==> config.mk <==
export PLATFORM = sky130hd
export DESIGN_NAME = parallel2serial
export DESIGN_NICKNAME = d
export VERILOG_FILES = /design/src/rtl/parallel2serial.sv
export SDC_FILE = /design/constraint.sdc
export NUM_CORES = 1
export LEC_CHECK = 0
export BUFFER_PORTS_ARGS = -buffer_cell sky130_fd_sc_hd__buf_4
export CAP_MARGIN = 10
export CELL_PAD_IN_SITES_DETAIL_PLACEMENT = 0
export CELL_PAD_IN_SITES_GLOBAL_PLACEMENT = 1
export CORE_AREA = 5 5 42 44
export CTS_CLUSTER_SIZE = 24
export DETAILED_ROUTE_END_ITERATION = 10
export DIE_AREA = 0 0 47 49
export GPL_ROUTABILITY_DRIVEN = 0
export PLACE_DENSITY_LB_ADDON = 0.1
export SYNTH_ARGS = -nofsm -noshare
export SYNTH_HDL_FRONTEND = slang
export SYNTH_SLANG_ARGS = --single-unit
==> constraint.sdc <==
create_clock -name clk_sig -period 1.5 [get_ports clk_sig]
set_input_delay 0 -clock clk_sig [delete_from_list [all_inputs] [get_ports clk_sig]]
set_output_delay 0 -clock clk_sig [all_outputs]
set_load 0.02 [all_outputs]
==> src/rtl/parallel2serial.sv <==
// MSB-first parallel-to-serial converter; a word accepted at edge N shows its MSB after edge N.
// Holds all state while serial_ready is low; takes the next word only in the last-bit transfer cycle, so back-to-back words leave no gap.
module parallel2serial #(
    parameter int WIDTH = 2
) (
    input  logic             clk_sig,
    input  logic             reset_sig,
    input  logic [WIDTH-1:0] parallel_sig,
    input  logic             parallel_valid,
    output logic             parallel_ready,
    output logic             serial_sig,
    output logic             serial_valid,
    input  logic             serial_ready,
    output logic             first_sig,
    output logic             busy_sig
);

    localparam int              CW       = $clog2(WIDTH);
    localparam logic [CW-1:0]   LAST_CNT = CW'(WIDTH - 1);
    localparam logic [0:0]      S_IDLE   = 1'b0;
    localparam logic [0:0]      S_SHIFT  = 1'b1;

    logic [0:0]       r_state;
    logic [WIDTH-1:0] r_shreg;
    logic [CW-1:0]    r_cnt;
    logic             r_first;

    logic             w_last;
    logic             w_accept;
    logic [WIDTH-1:0] w_shifted;

    assign w_last    = (r_cnt == LAST_CNT);
    assign w_shifted = {r_shreg[WIDTH-2:0], 1'b0};

    // In SHIFT a new word is only taken while the final bit is leaving.
    assign parallel_ready = !reset_sig && ((r_state == S_IDLE) || (serial_ready && w_last));
    assign w_accept       = parallel_valid && parallel_ready;

    assign serial_sig   = r_shreg[WIDTH-1];
    assign serial_valid = (r_state == S_SHIFT);
    assign busy_sig     = (r_state == S_SHIFT);
    assign first_sig    = r_first;

    always_ff @(posedge clk_sig or posedge reset_sig) begin
        if (reset_sig) begin
            r_state <= S_IDLE;
            r_shreg <= '0;
            r_cnt   <= '0;
            r_first <= 1'b0;
        end else if (r_state == S_IDLE) begin
            if (w_accept) begin
                r_shreg <= parallel_sig;
                r_cnt   <= '0;
                r_first <= 1'b1;
                r_state <= S_SHIFT;
            end
        end else if (serial_ready) begin
            if (!w_last) begin
                r_shreg <= w_shifted;
                r_cnt   <= r_cnt + 1'b1;
                r_first <= 1'b0;
            end else if (w_accept) begin
                r_shreg <= parallel_sig;
                r_cnt   <= '0;
                r_first <= 1'b1;
            end else begin
                r_shreg <= w_shifted;
                r_first <= 1'b0;
                r_state <= S_IDLE;
            end
        end
    end

endmodule

==> results of run 1 <==
[registers in the layout, indices dropped and copies added (netlist names)]
signal and cells:
r_shreg 2, busy_sig 1, first_sig 1, r_cnt 1
[cell families (layout without fill, tap and decap cells)]
kind of cell | Yosys count | in the layout
buffers and inverters | 3 | 18
and+or+nand+nor | 10 | 10
DFF | 5 | 5
AOI/OAI and AO/OA | 9 | 9
[layer usage]
metal | routed length (um) | global-route usage [%] | vias up | part of all wire (%)
met1 | 293 | 8.43 | 117 | 42
met5 | 0 | 0 | - | 0
met4 | 30 | 6.91 | 0 | 4.3
li1 | - | - | 129 | -
met3 | 74 | 3.32 | 5 | 11
met2 | 306 | 10.4 | 10 | 43
[power by group through the flow]
stage	Clock [mW]	Sequential, mW	Combinational, mW
3_3_place_gp	0	0.231	0.325
2_1_floorplan	0	0.273	0.176
3_5_place_dp	0	0.231	0.325
4_1_cts	0.166	0.230	0.331
6_report	0.156	0.232	0.324
5_1_grt	0.172	0.242	0.357
[worst max-delay path by stage]
stage                            start                endpoint  depth (start not counted)
finish                       reset_sig  r_shreg[0]$_DFFE_PP0P_                          4
global route                 reset_sig  r_shreg[0]$_DFFE_PP0P_                          4
CTS                          reset_sig  r_shreg[0]$_DFFE_PP0P_                          4
detailed placement  busy_sig$_DFF_PP0_  r_shreg[0]$_DFFE_PP0P_                          2
global placement    busy_sig$_DFF_PP0_  r_shreg[0]$_DFFE_PP0P_                          2
floorplan           busy_sig$_DFF_PP0_  r_shreg[0]$_DFFE_PP0P_                          3
[what timing repair did]
action	CTS	global route
buffers inserted	0	0
hold buffers	2	0
hold endpoints to repair	6	0
[synthesized netlist by cell type]
master	instances
a21bo_2	1
a21oi_1	1
a22oi_2	1
a2bb2oi_1	1
a32o_2	1
a32oi_1	1
buf_4	1
buf_6	1
dfrtp_1	5
inv_1	1
nand2_1	5
nand2b_1	1
nand3_1	1
nand4b_1	1
nor2b_1	1
o21a_1	1
o21ai_0	2
or3b_4	1
[cell type report]
type                    instances  area [um2]
inverters                       1        3.75
repair buffers                 13         103
fillers                       163         993
multi-input cells              19         130
flip-flops and latches          5         125
clock buffers                   4        26.3
well taps                      16        20.0
[placed cells by master, fill, tap and decap left out, drive strengths merged]
cell and count:
a21oi 1, dlygate4sd3 2, or3b 1, nor2b 1
clkbuf 4, a22oi 1, buf 11, o21ai 2
nand4b 1, a32o 1, a32oi 1, dfrtp 5
nand3 1, inv 1, nand2b 1, a2bb2oi 1
a21bo 1, o21a 1, nand2 5
[metrics by stage]
| stage | setup slack, ps | total power [mW] | hold WS, ps | area (um2) |
|---|---|---|---|---|
| final | 281 | 0.711 | 23.3 | 408 |
| after global routing | 263 | 0.771 | 55.3 | 408 |
| after CTS | 283 | 0.727 | 18.3 | 408 |
| after detailed placement | 334 | 0.556 | -48.3 | 362 |
| after global placement | 342 | 0.557 | -47.3 | 362 |
| after floorplan | 97.4 | 0.450 | -221 | 278 |
[worst register-to-register path: cells and delay by family (launching register included)]
family	cells	cell delay, ps
AND/OR/NAND/NOR	1	420
flip-flops	1	370
AO/OA/AOI/OAI	1	270
==> impl_summary.txt, run 1 <==
----------------------------------------------------
[Critical path]
  Required @ worst endpoint ... 1630 ps
  WP buf/inv ... 2
  Chain of cells forming the critical path ... dlygate4sd3_1, buf_4, or3b_4, a32o_2
  Biggest cell delay along the critical path ... 540 ps
  Worst flop-to-flop path startpoint ... busy_sig$_DFF_PP0_
  CP arrival ... 1350 ps
  Crit path max fanout ... 5
  Worst r2r dst ... r_shreg[0]$_DFFE_PP0P_
  Critical path class ... in -> reg
  CP max-delay cell ... dlygate4sd3_1
  Top Family by Delay on Critical Path ... buffers and inverters
  Reg-to-reg setup timing slack ... 330 ps
  Crit path launch type ... input pin
  Reg2reg path depth ... 2
  Worst setup EP type ... flop

[Die]
  Die area ... 2300 um2
  Height of the die ... 49 um
  Area of the placeable core ... 1400 um2
  Initial standard-cell utilization of the core ... 19.8%
  Horizontal extent of the die ... 47 um
  Number of placed I/O pins ... 11
  Row cnt ... 14

[Min path]
  HP Start ... parallel_valid
  Hold-critical path endpoint ... busy_sig$_DFF_PP0_
  Min-Delay Path Class ... in -> reg
  Cells on Worst Hold Path ... 3

[Clock network]
  Root buffer selected by CTS ... clkbuf_4
  Deepest clock path buffer count ... 2
  Count of cells resized by post-cts repair ... 0
  Number of H-tree levels ... 1
  Number of sinks driven by the clock tree ... 5
  Clk_lat worst skew ... 240 ps
  Worst-path clk slew ... 40 ps
  Total clock buffers created by CTS ... 3
  Clock tree from TritonCTS ... done

[Global routing]
  Remaining Overflow, GRT ... 0
  Global-route wire length before repair ... 1220 um
  Largest net degree at the start of global routing ... 11
  Total global routing track utilization ... 7.63%
  Vias in the first global route ... 263
  Initial antenna violation count ... 0

[Logic synthesis]
  Simple-gate share of the synthesized area ... 20.3%
  Synthesized area ... 278 um2
  Syn_nets ... 33
  Most area-consuming cells after synthesis ... dfrtp_1, nand2_1, a22oi_2
  Area fraction in compound gates after synthesis ... 26.6%
  Part of the Yosys area used for sequential elements ... 45.0%
  Synthesized instance count ... 27
  Mux share of post-synthesis cell area ... 0%
  Distinct cells, synth ... 18
  Yosys Warn Count ... 0
  Main combinational cell family by area after synthesis ... compound AO/OA/AOI/OAI gates
  #FFs+latches synth ... 5
  Area leader, netlist ... dfrtp_1
  Adder-Cell Fraction of Synth Area ... 0%
  Fraction of synthesized cell area taken by the top area cell type ... 45.0%
  Share of the synthesized netlist area taken by xor and xnor gates ... 0%
  Avg Cell Area, Syn ... 10.3 um2

[STA]
  Highest clock rate ... 820 MHz
  Total Neg Setup Slack ... 0 ps
  Setup repair after global routing missed its margin ... no
  Final-report max-slew violation count ... 0
  Period minus WS final ... 1220 ps
  Clock tree skew after final layout ... 0.799 ps
  Relative slew margins ... 86.5%
  Final hold violation count ... 0
  Share of the cycle needed by the critical path after routing ... 81.3%
  Final setup violating endpoints ... 0
  Actual transition at the worst max-transition pin ... 201 ps

[Pwr]
  Leakage ... 0.195 nW
  Flop pwr share ... 32.6%
  IR drop worst, VDD ... 0.000629 V
  Clock power frac ... 21.9%
  Part of the power in combinational logic ... 45.5%
  Switching share of power ... 36.8%
  Internal power contribution ... 450 uW
  Power per cell area ... 1740 nW/um2
  Sw power ... 262 uW

[Final layout]
  Layout Nets ... 49
  Relative area change from synthesis to final layout ... 46.8%
  Layout cells sized above 1 ... 42.9%
  Diodes inserted ... 0
  Post-layout utilization of the core ... 29.1%
  Layout Cells excl Fill ... 58

[Route]
  Total DRC errors in the routed layout ... 0
  Via count ... 261
  Detailed Route WL ... 704 um
  Vias per std cell ... 4.50
  First-pass iteration count of the detailed router ... 1
  Number of design-rule violations left by the first detailed-router iteration ... 0
  Post-DRT Antenna Nets ... 0
  WL/cell ... 12.1 um

[Status]
  Run status ... complete, no violations

[Place]
  Post-DP HPWL ... 573 um
  IO buf count ... 10
  Number of instances in the placed design ... 52

[Job]
  Max-capacitance violation count ... 0

----------------------------------------------------
(Power assumes the default switching activity.)
==> run 2, diff against run 1 <==
Settings changed: ABC_AREA from default to 1.
Clock period 1.5 ns to 1.1 ns, I/O delays scaled along.
==> run 2 against run 1 <==
- the flow now finishes with violations (setup timing)
- worst setup slack worse by 280 ps
- utilization is 3.0 points higher
- clock skew is 2.5 ps higher
- sequential share of layout area is 2.6 points lower
- register-to-register slack worse by 280 ps
- sequential cell count stayed put
- critical path depth stayed put
- area after synthesis is 4.5% lower
- cell area is 10% higher
- clock power is 31% higher
- critical endpoint is now parallel_ready
- largest cell class is now buffers
- highest routed layer unchanged
==> impl_summary.txt, run 2 <==
----------------------------------------------------
[Min path]
  HP Start ... parallel_valid
  Min-Delay Path Class ... in -> reg

[STA]
  Relative slew margins ... 89.1%
  Clock tree skew after final layout ... 3.28 ps
  Actual transition at the worst max-transition pin ... 162 ps
  Final hold violation count ... 0
  Share of the cycle needed by the critical path after routing ... 100%
  Least setup slack across all paths after layout ... -0.217 ps
  Final-report max-slew violation count ... 0
  Period minus WS final ... 1100 ps
  Highest clock rate ... 909 MHz
  Setup repair after global routing missed its margin ... yes
  Final setup violating endpoints ... 1

[Place]
  Post-DP HPWL ... 563 um
  Number of instances in the placed design ... 60
  IO buf count ... 10
  Worst setup slack after placement ... 4.42 ps

[Pwr]
  Clock power frac ... 16.2%
  Power per cell area ... 2810 nW/um2
  Sw power ... 500 uW
  Part of the power in combinational logic ... 55.7%
  Leakage ... 0.235 nW
  Total power consumption of the routed design ... 1.27 mW
  IR drop worst, VDD ... 0.000950 V
  Internal power contribution ... 766 uW
  Flop pwr share ... 28.1%
  Switching share of power ... 39.5%

[Logic synthesis]
  Syn_nets ... 37
  EDFF count, synth ... 0
  Adder-Cell Fraction of Synth Area ... 0%
  Top post-synthesis cells by count ... nand2_1, nand3_1, dfrtp_1
  Share of synthesized flip-flops with an asynchronous set or reset ... 100%
  #FFs+latches synth ... 5
  Area fraction in compound gates after synthesis ... 10.8%
  Simple-gate share of the synthesized area ... 33.5%
  Part of the Yosys area used for sequential elements ... 47.2%
  Main combinational cell family by area after synthesis ... simple AND/OR/NAND/NOR gates
  Distinct cells, synth ... 11
  Synthesized instance count ... 31
  Share of the synthesized netlist area taken by xor and xnor gates ... 0%
  Most used DFF post-synth ... dfrtp_1
  Mux share of post-synthesis cell area ... 0%
  Avg Cell Area, Syn ... 8.56 um2
  Most common cell in the netlist ... nand2_1
  Most area-consuming cells after synthesis ... dfrtp_1, nand3_1, nand2_1
  Fraction of synthesized cell area taken by the top area cell type ... 47.2%
  Synthesized area ... 265 um2
  Yosys Warn Count ... 0
  Area leader, netlist ... dfrtp_1

[Die]
  Height of the die ... 49 um
  Number of placed I/O pins ... 11
  Die area ... 2300 um2
  Horizontal extent of the die ... 47 um
  Row cnt ... 14
  Initial standard-cell utilization of the core ... 18.9%
  Area of the placeable core ... 1400 um2

[Global routing]
  Initial antenna violation count ... 0
  Remaining Overflow, GRT ... 0
  Vias in the first global route ... 281
  Total global routing track utilization ... 7.13%
  Global-route wire length before repair ... 1120 um
  Largest net degree at the start of global routing ... 7

[Final layout]
  Layout Nets ... 59
  Post-layout utilization of the core ... 32.1%
  Fillers ... 162
  Diodes inserted ... 0
  Largest register by flop count ... r_shreg
  Area of the multi-input gates ... 125 um2
  Leading cell type in the layout, fill and taps excluded ... buf_4
  Number of flip-flops in the largest register ... 2
  Relative area change from synthesis to final layout ... 69.8%
  Sequential standard cell area ... 126 um2
  Layout Cells excl Fill ... 68
  Layout cells sized above 1 ... 51.9%
  Commonest non-fill, non-tap cells in the layout ... buf_4, nand2_1, nand3_1

[Clock network]
  Worst-path clk slew ... 40 ps
  Deepest clock path buffer count ... 2
  Number of sinks driven by the clock tree ... 5
  Total clock buffers created by CTS ... 3
  Root buffer selected by CTS ... clkbuf_4
  Clock tree from TritonCTS ... done
  Number of H-tree levels ... 1
  Clk_lat worst skew ... 240 ps

[Critical path]
  Crit path max fanout ... 3
  CP arrival ... 1100 ps
  Critical path class ... reg -> out
  Worst r2r dst ... r_shreg[1]$_DFFE_PP0P_
  Reg-to-reg setup timing slack ... 50 ps
  Worst setup EP type ... primary output
  Required @ worst endpoint ... 1100 ps
  Crit path launch type ... flop
  Reg2reg path depth ... 6
  Crit. Startpoint ... r_cnt$_DFFE_PP0P_
  Worst flop-to-flop path startpoint ... busy_sig$_DFF_PP0_
  Capture point of the critical path ... parallel_ready

[Route]
  Via count ... 286
  Total DRC errors in the routed layout ... 0
  Post-DRT Antenna Nets ... 0
  Detailed Route WL ... 696 um
  First-pass iteration count of the detailed router ... 3
  Number of design-rule violations left by the first detailed-router iteration ... 2
  WL/cell ... 10.2 um
  Vias per std cell ... 4.21

[Status]
  Violations in the final reports ... setup timing
  Run status ... finished, violations left

[Job]
  Max-capacitance violation count ... 0

----------------------------------------------------
## run 2: changes by cell type in the layout (fill, tap and decap cells not counted), sizes merged, moves of 3 or more
cell / change
nand3: +6
buf: +6
inv: +3
nand2: +5
## run 2: kinds of logic (layout without fill, tap and decap cells)
logic type | after synthesis | after routing
DFF | 5 | 5
and+or+nand+nor | 18 | 18
buffers and inverters | 5 | 26
AOI/OAI and AO/OA | 3 | 3
## run 2: how the worst min path moves through the flow
stage          cells past startpoint  slack (ps)                      to
2_1_floorplan                      1        -210   first_sig$_DFFE_PP0P_
3_3_place_gp                       3          20  r_shreg[0]$_DFFE_PP0P_
3_5_place_dp                       3          10       r_cnt$_DFFE_PP0P_
4_1_cts                            3           9      busy_sig$_DFF_PP0_
5_1_grt                            3          20      busy_sig$_DFF_PP0_
6_report                           3          30      busy_sig$_DFF_PP0_
## run 2: power groups by stage
| stage | combinational [mW] | sequential, mW | clock, mW |
|---|---|---|---|
| 4_1_cts | 0.669 | 0.353 | 0.217 |
| 2_1_floorplan | 0.276 | 0.430 | 0 |
| 3_5_place_dp | 0.599 | 0.368 | 0 |
| 5_1_grt | 0.776 | 0.367 | 0.234 |
| 3_3_place_gp | 0.602 | 0.363 | 0 |
| 6_report | 0.705 | 0.356 | 0.205 |
## run 2: area by class of cell
type	instances	share of cell area, %
inverters	4	3.33
flip-flops and latches	5	28.1
clock buffers	4	5.83
repair buffers	18	30.6
multi-input cells	21	27.8
well taps	16	4.44
## run 2: through the flow
stage                     setup TNS, ps  instance area, um2  hold slack, ps
final                            -0.217                 450            25.7
after floorplan                   -77.0                 267            -213
after global routing               -285                 450            21.7
after CTS                             0                 435            9.07
after global placement                0                 384            16.6
after detailed placement              0                 384            12.0
## run 2: timing repair
item	in CTS	in global routing
hold buffers	1	0
pin swaps	0	3
setup buffers	2	1
hold endpoints to repair	5	0
resized for setup	0	2
endpoints found under the setup margin	1	3
## run 2: layer usage
| layer | wire length (um) | track usage (%) |
|---|---|---|
| met5 | 0 | 0 |
| met4 | 5 | 5.53 |
| met3 | 47 | 3.32 |
| met2 | 360 | 10.4 |
| met1 | 282 | 7.52 |
## run 2: critical path: stages, from the launching register on
cell     delay [ps]
dfrtp_1         350
nand2_2          90
a21oi_4         170
buf_4           130
buf_4           130
